===== src/rtl/mem_resp_pkg.sv =====
// Shared types and default parameters for the multi-cycle data-memory responder.
package mem_resp_pkg;

  localparam int unsigned DefaultDepthWords = 256;
  localparam int unsigned DefaultLatency    = 4;

  typedef enum logic {
    StIdle,
    StBusy
  } state_e;

  typedef enum logic {
    OpRd = 1'b0,
    OpWr = 1'b1
  } op_e;

endpackage


===== src/rtl/mem_array.sv =====
// Word storage: synchronous write, combinational read, no reset.
module mem_array
  import mem_resp_pkg::*;
#(
  parameter int unsigned DEPTH_WORDS = DefaultDepthWords,
  localparam int unsigned Aw = $clog2(DEPTH_WORDS)
) (
  input  logic          clk_i,
  input  logic          we_i,
  input  logic [Aw-1:0] addr_i,
  input  logic [15:0]   wdata_i,
  output logic [15:0]   rdata_o
);

  logic [15:0] mem_q [DEPTH_WORDS];

  always_ff @(posedge clk_i) begin
    if (we_i) begin
      mem_q[addr_i] <= wdata_i;
    end
  end

  assign rdata_o = mem_q[addr_i];

endmodule


===== src/rtl/mem_responder.sv =====
// Multi-cycle memory responder: accepts one word access, stalls for LATENCY cycles,
// then pulses Done with read data.
module mem_responder
  import mem_resp_pkg::*;
#(
  parameter int unsigned DEPTH_WORDS = DefaultDepthWords,
  parameter int unsigned LATENCY     = DefaultLatency
) (
  input  logic        clk,
  input  logic        rst,
  input  logic [15:0] Addr,
  input  logic [15:0] DataIn,
  input  logic        Rd,
  input  logic        Wr,
  output logic [15:0] DataOut,
  output logic        Done,
  output logic        Stall,
  output logic        err
);

  localparam int unsigned Aw   = $clog2(DEPTH_WORDS);
  localparam int unsigned CntW = $clog2(LATENCY + 1);

  state_e          state_q, state_d;
  logic [CntW-1:0] cnt_q, cnt_d;
  logic [Aw-1:0]   addr_q;
  logic [15:0]     data_q;
  op_e             op_q;
  logic            done_q, done_d;
  logic            err_q, err_d;
  logic [15:0]     dout_q, dout_d;

  logic            idle, legal, accept, illegal, complete, mem_we;
  logic [Aw-1:0]   cur_addr;
  logic [15:0]     cur_data, rdata;
  op_e             cur_op, req_op;

  // Upper address bits only select aliases of the same word.
  logic unused_addr;
  assign unused_addr = ^Addr[15:Aw+1];

  assign idle     = (state_q == StIdle);
  assign legal    = (Rd ^ Wr) && !Addr[0];
  assign accept   = idle && legal;
  assign illegal  = idle && (Rd || Wr) && !legal;
  assign req_op   = Wr ? OpWr : OpRd;
  // With LATENCY=1 the access completes on the accepting edge, straight from the inputs.
  assign cur_addr = idle ? Addr[Aw:1] : addr_q;
  assign cur_data = idle ? DataIn : data_q;
  assign cur_op   = idle ? req_op : op_q;
  assign complete = (accept && (LATENCY == 1)) || (!idle && (cnt_q == CntW'(1)));
  assign mem_we   = complete && (cur_op == OpWr);

  mem_array #(
    .DEPTH_WORDS(DEPTH_WORDS)
  ) u_mem_array (
    .clk_i   (clk),
    .we_i    (mem_we),
    .addr_i  (cur_addr),
    .wdata_i (cur_data),
    .rdata_o (rdata)
  );

  always_ff @(posedge clk or posedge rst) begin
    if (rst) begin
      state_q <= StIdle;
    end else begin
      state_q <= state_d;
    end
  end

  always_comb begin
    state_d = state_q;
    unique case (state_q)
      StIdle: if (accept && (LATENCY > 1)) state_d = StBusy;
      StBusy: if (cnt_q == CntW'(1)) state_d = StIdle;
      default: state_d = StIdle;
    endcase
  end

  always_comb begin
    Stall = (state_q == StBusy);
  end

  always_comb begin
    cnt_d = cnt_q;
    if (accept && (LATENCY > 1)) begin
      cnt_d = CntW'(LATENCY - 1);
    end else if (!idle) begin
      cnt_d = cnt_q - CntW'(1);
    end
    done_d = complete;
    err_d  = illegal;
    dout_d = (complete && (cur_op == OpRd)) ? rdata : dout_q;
  end

  always_ff @(posedge clk or posedge rst) begin
    if (rst) begin
      cnt_q  <= '0;
      addr_q <= '0;
      data_q <= '0;
      op_q   <= OpRd;
      done_q <= 1'b0;
      err_q  <= 1'b0;
      dout_q <= '0;
    end else begin
      cnt_q  <= cnt_d;
      done_q <= done_d;
      err_q  <= err_d;
      dout_q <= dout_d;
      if (accept) begin
        addr_q <= Addr[Aw:1];
        data_q <= DataIn;
        op_q   <= req_op;
      end
    end
  end

  assign DataOut = dout_q;
  assign Done    = done_q;
  assign err     = err_q;

endmodule


===== config.mk =====
export PLATFORM = sky130hd
export DESIGN_NAME = mem_responder
export DESIGN_NICKNAME = d
export VERILOG_FILES = /design/src/rtl/mem_resp_pkg.sv /design/src/rtl/mem_array.sv /design/src/rtl/mem_responder.sv
export SDC_FILE = /design/constraint.sdc
export NUM_CORES = 2
export LEC_CHECK = 0
export CELL_PAD_IN_SITES_DETAIL_PLACEMENT = 1
export CELL_PAD_IN_SITES_GLOBAL_PLACEMENT = 2
export CORE_MARGIN = 4
export CORE_UTILIZATION = 45
export DETAILED_ROUTE_END_ITERATION = 10
export MAX_ROUTING_LAYER = met4
export PLACE_DENSITY_LB_ADDON = 0.1
export RECOVER_POWER = 100
export SETUP_SLACK_MARGIN = 0.3
export SYNTH_ARGS = -nofsm -noshare
export SYNTH_HDL_FRONTEND = slang
export SYNTH_SLANG_ARGS = --single-unit

===== constraint.sdc =====
create_clock -name clk -period 4.4 [get_ports clk]
set_input_delay 0.66 -clock clk [delete_from_list [all_inputs] [get_ports clk]]
set_output_delay 0.66 -clock clk [all_outputs]
set_load 0.01 [all_outputs]

# ---- Word-level counts from Yosys, hierarchy flattened
# Memory sizes are Yosys's and may differ from the RTL's. A register that Yosys moved wholly into a read port is not among the register bits.
# Cells that the tools add are included.
dict set report totals {
  n_memories 1
  latchBits 0
  out_inout_bits 19
  reg_bits 31
  rom_bits 0
  word_cells 35
  input_bits 36
  ram_bits 4096
}
# memory words width rd rd_ports_with_merged_regs write_ports line
set memory_table {}
lappend memory_table {u_mem_array.mem_q 256 16 1 1 1 mem_array.sv:15} ;# logic [15:0] mem_q [DEPTH_WORDS];
dict set report op_classes {
  mul 0
  n_bitwise 3
  addsub 1
  n_reduce_logical 11
  n_shift 0
  n_eq_ne 1
  n_div 0
  magnitude_cmp 0
  n_mux 11
}
# cell count
set ops {}
lappend ops {{two-way mux 16 bit} 1}
lappend ops {{two-way mux 8 bit} 1}
lappend ops {{logical AND 1 bit} 7}
lappend ops {{two-way mux 1 bit} 6}
lappend ops {{two-way mux 3 bit} 2}
lappend ops {{== test 3 x 1 -> 1 bit (second input constant)} 1}
lappend ops {{subtractor 3 x 1 -> 3 bit (second input constant)} 1}
lappend ops {{logical NOT 1 bit} 2}
lappend ops {{inverter 1 bit} 2}
lappend ops {{case mux 1 bit (2 select lines)} 1}
lappend ops {{nonzero test 2 bit} 1}
lappend ops {{logical OR 1 bit} 1}
lappend ops {{XOR 1 bit} 1}

# ---- Logic depth before layout (Yosys ltp)
dict set report depth {
  word_depth 5
  ltp_mapped 12
  mapped_depth_nobuf 8
}

# ---- Hierarchy
# Synthesis repeated with hierarchy kept, for this count alone.
dict set report hier_totals {
  hier_cells 6854
  hier_area_um2 157209.5
}
# mod cells_each seq_area_each_um2 area_per_inst_um2 instances
set modules_own_cells {}
lappend modules_own_cells {mem_array 6711 122998.0 155078.7 1}
lappend modules_own_cells {mem_responder 143 1176.1 2130.8 1}

# ---- Worst setup path before layout
# OpenSTA, ideal clock, no wires.
dict set report synth_timing {
  kind {reg2reg}
  start {register state_q (netlist: Stall)}
  end {memory u_mem_array.mem_q[0][10] (data pin)}
  arrival_ns 3.290
  period_less_slack_ns 3.846
  path_stages_with_launch 6
  slack_ns 0.554
  setup_ns 0.556
  n_path_buf 4
  cell_sequence {dfrtp_1 > buf_6 > buf_4 > clkbuf_1 > buf_1 > mux2_2}
}
dict set report synth_between {
  elab_chain_cells 1
}
# element line
set synth_rtl {}
lappend synth_rtl {{start: declaration} mem_responder.sv:24} ;# state_e state_q, state_d;
lappend synth_rtl {{start signal: assignment} mem_responder.sv:66} ;# state_q <= StIdle;
lappend synth_rtl {{start signal: assignment} mem_responder.sv:68} ;# state_q <= state_d;
lappend synth_rtl {{two-way mux 16 bit} mem_responder.sv:49} ;# assign cur_data = idle ? DataIn : data_q;
lappend synth_rtl {{named net cur_data[10]} mem_responder.sv:35} ;# logic [15:0] cur_data, rdata;
lappend synth_rtl {{end: declaration} mem_array.sv:15}
# The timed path passes the listed nets, and every way through them passes these cells.

# ---- Worst setup path after layout
dict set report layout_timing {
  start {register state_q (netlist: Stall)}
  end {memory u_mem_array.mem_q[66][4], enable pin}
}
dict set report layout_between {
  elab_chain_cells 4
}
# element line
set layout_rtl {}
lappend layout_rtl {{two-way mux 1 bit or logical AND 1 bit (tied branches)} {mem_responder.sv:50, mem_responder.sv:51}}
lappend layout_rtl {{logical AND 1 bit} mem_responder.sv:52} ;# assign mem_we = complete && (cur_op == OpWr);
lappend layout_rtl {{two-way mux 1 bit} mem_array.sv:18} ;# if (we_i) begin
lappend layout_rtl {{two-way mux 1 bit (implied by the code)} mem_array.sv:19} ;# mem_q[addr_i] <= wdata_i;
# Several ways; a longest one is shown, not always the timed one.

==> results_dict.tcl <==
set metrics [dict create \
    crit_path_cell_trace "buf_4, mux2i_1, nand3_1, nor2_1, nand2_1, clkbuf_2, nor2_2, clkbuf_4" \
    layout_setup_ws_ns 0.151 \
    ff2ff_setup_slack_ns 0.15 \
    hold_path_class "in2reg" \
    synthDominantAreaCellType "sky130_fd_sc_hd__edfxtp_1" \
    path_max_fanout 22 \
    antenna_found_initial 32 \
    cts-root-buf "sky130_fd_sc_hd__clkbuf_16" \
    portBuffers 47 \
    async_flop_share_pct 1.13 \
    status "finished with violations" \
    post-place-cells 13000 \
    die_footprint_sq_mm 0.362 \
    last_weighted_congestion_value_of_the_routability_driven_placer 0.845 \
    pin_count 55 \
    cp_slowest_cell "sky130_fd_sc_hd__dfrtp_4" \
    synth_top_cell_area_share_pct 77.6 \
    timing_worst_setup_path_type "reg2reg" \
    report.final.setup_viol 0 \
    part_of_the_yosys_area_used_for_sequential_elements_pct 78.3 \
    rsz0062_at_grt "yes" \
    die_boundary_width_microns 602 \
    max-clock-path-buffers 4 \
    yosys_reg_bits 4143 \
    ir_worst_vdd_v 0.000652 \
    ratio_of_cells_with_drive_above_1_in_the_final_layout_pct 20.7 \
    area_growth_syn_to_layout_pct 16.1 \
    yosysWarningCount 0 \
    synth-edff-count 4096 \
    numClockSinks 4143 \
    vias 82800 \
    power_density_mw_per_mm2 709 \
    fillerInstances 30800 \
    cp-end-kind "register" \
    drcViolationCount 0 \
    synth.cell_area_sq_mm 0.159 \
    max_clock_freq_mhz 235 \
    fin_worst_skew_ns 0.0481 \
    largest_net_degree_at_the_start_of_global_routing 125 \
    yosys_most_used_dff "sky130_fd_sc_hd__edfxtp_1" \
    synth.most_common_cell "sky130_fd_sc_hd__edfxtp_1" \
    start_util_pct 45.3 \
    postSynthAreaPerCell_sq_um 20.0 \
    floorplan.die.height_microns 602 \
    drt-wirelength-per-cell_microns 34.2 \
    worst_ep_required_time_ns 5.02 \
    whs_ns 0.351 \
    synth.top_cells.by_count "4096 x sky130_fd_sc_hd__edfxtp_1, 1282 x sky130_fd_sc_hd__mux2i_1, 642 x sky130_fd_sc_hd__o22ai_1, 384 x sky130_fd_sc_hd__mux4_2, 280 x sky130_fd_sc_hd__nor2_1" \
    synthCells 7908 \
    final_hold_viol_count 0 \
    drtPass1Iterations 5 \
    cts-buffers-inserted 435 \
    synth.top_cells.by_area "sky130_fd_sc_hd__edfxtp_1 78%, sky130_fd_sc_hd__mux2i_1 8.1%, sky130_fd_sc_hd__mux4_2 5.5%, sky130_fd_sc_hd__o22ai_1 2.5%, sky130_fd_sc_hd__o41ai_1 0.94%" \
    cts_max_level 5 \
    worst-endpoint-arrival_ns 4.86 \
    timing_worst_slew_pin_value_ns 3.05 \
    cts.reportedPaths.clkPinSlew_ns 0.06 \
    drt-initial-drc-count 8007 \
    cts_tree "done" \
    route.final.wire_length_mm 472 \
    slew_headroom_pct -103 \
    final_cell_area_sq_mm 0.184 \
    layout_min_cycle_time_ns 4.25 \
    final-max-slew-violation-count 1582 \
    part_of_the_cycle_the_worst_path_needs_pct 96.6 \
    final_nets 8883 \
    dp_hpwl_mm 293 \
    crit_path_start_kind "register" \
    grt_util_all_layers_pct 26.4 \
    maxCapViolCount 21 \
    preCtsSetupSlack_ns -0.734 \
    critPathMaxStageDelay_ns 0.56 \
    post_synth_num_cell_types 45 \
    core.rowCount 217 \
    global_route_wire_length_before_repair_mm 661 \
    layout.cells.non_filler 13800 \
    core_area_sq_mm 0.350 \
    grt_pass1_vias 85500 \
    p_leak_nw 60.6 \
    power.total_mw 131 \
    worstSkewPairLatency_ns 0.99 \
    synth_fp_nets 7947 \
    violations "capacitance limit, slew limit" \
    final_antenna_net_count 0 \
    grt-ovfl-total 0 \
    dpl-instance-area_sq_mm 0.172 \
    via_per_inst 5.99 \
]
path summary, 6_finish.rpt:
kind / from / to / cells after the start
max in group asynchronous: rst / DataOut[6]$_DFFE_PP0P_ / 3
setup reg to reg: Stall$_DFF_PP0_ / u_mem_array.mem_q[66][4]$_DFFE_PP_ / 8
hold reg to reg: data_q[8]$_DFFE_PP0P_ / data_q[8]$_DFFE_PP0P_ / 1
setup / recovery: Stall$_DFF_PP0_ / u_mem_array.mem_q[66][4]$_DFFE_PP_ / 8
hold / removal: DataIn[15] / data_q[15]$_DFFE_PP0P_ / 2
min in group asynchronous: rst / data_q[7]$_DFFE_PP0P_ / 2
sequential cells by signal, indices dropped and copies added, names as in the netlist:
register	cells
err	1
addr_q	8
op_q	1
u_mem_array.mem_q	4096
cnt_q	3
Stall	1
data_q	16
Done	1
DataOut	16
cells by family after synthesis:
family	after synthesis	share of synthesized area, %
flip-flops	4143	78.3
multiplexers	1709	13.9
buffers and inverters	490	1.70
adder cells (fa/ha/maj)	3	0.0237
AO/OA/AOI/OAI	1191	5.13
AND/OR/NAND/NOR	372	0.964
per-layer routing:
metal  vias up  track usage [%]  wire length, microns
met4         0             8.01                 17600
met5         -                -                     0
li1      34900                -                     -
met3       733             3.25                 26300
met1     44700             34.8                195000
met2      2482             43.1                234000
metrics by stage:
stage	util, %	TNS (ns)
finish	52.6	0
detailed placement	49.2	-3.75
CTS	53.2	0
global route	52.6	0
global placement	49.2	-3.51
floorplan	-	0
cell type report:
class / instances / area, sq um / area share, %
antenna: 9 / 22.5 / 0.0122
clock buffer: 535 / 11300 / 6.16
clock inverter: 263 / 2410 / 1.31
inverter: 6 / 22.5 / 0.0122
multi-input combinational: 3276 / 32100 / 17.4
sequential: 4143 / 124000 / 67.5
tap: 4599 / 5750 / 3.13
timing repair buffer: 982 / 8260 / 4.49
placed cells by master (no fill, tap or decap), types with 162 or more instances in the layout:
cell	instances
sky130_fd_sc_hd__a22oi_1	189
sky130_fd_sc_hd__buf_4	452
sky130_fd_sc_hd__clkbuf_1	201
sky130_fd_sc_hd__clkbuf_16	437
sky130_fd_sc_hd__clkbuf_2	225
sky130_fd_sc_hd__edfxtp_1	4096
sky130_fd_sc_hd__mux2i_1	1282
sky130_fd_sc_hd__mux4_2	384
sky130_fd_sc_hd__nor2_1	269
sky130_fd_sc_hd__o22ai_1	642
sky130_fd_sc_hd__o41ai_1	162
power by group:
part / switching [mW] / internal, mW / leakage, nW / total (mW)
registers: 0.380 / 50.8 / 37.5 / 51.2
clock network: 15.2 / 20.4 / 6.70 / 35.6
logic: 28.6 / 15.2 / 16.5 / 43.8
total: 44.2 / 86.4 / 60.6 / 131
worst max-delay path: cells and delay by family, from the launching register on:
family / cells / cell delay (ns)
AND/OR/NAND/NOR: 4 / 1.47
buffers and inverters: 3 / 1.29
flip-flops: 1 / 0.56
multiplexers: 1 / 0.54
timing repair:
item	4_1_cts	5_1_grt
resized for setup	7	12
pin swaps	0	1
endpoints found under the setup margin	4	8
buffers inserted	0	2
cloned	0	1
hold buffers	0	0
No activity file was read; power rests on OpenSTA's default activity.
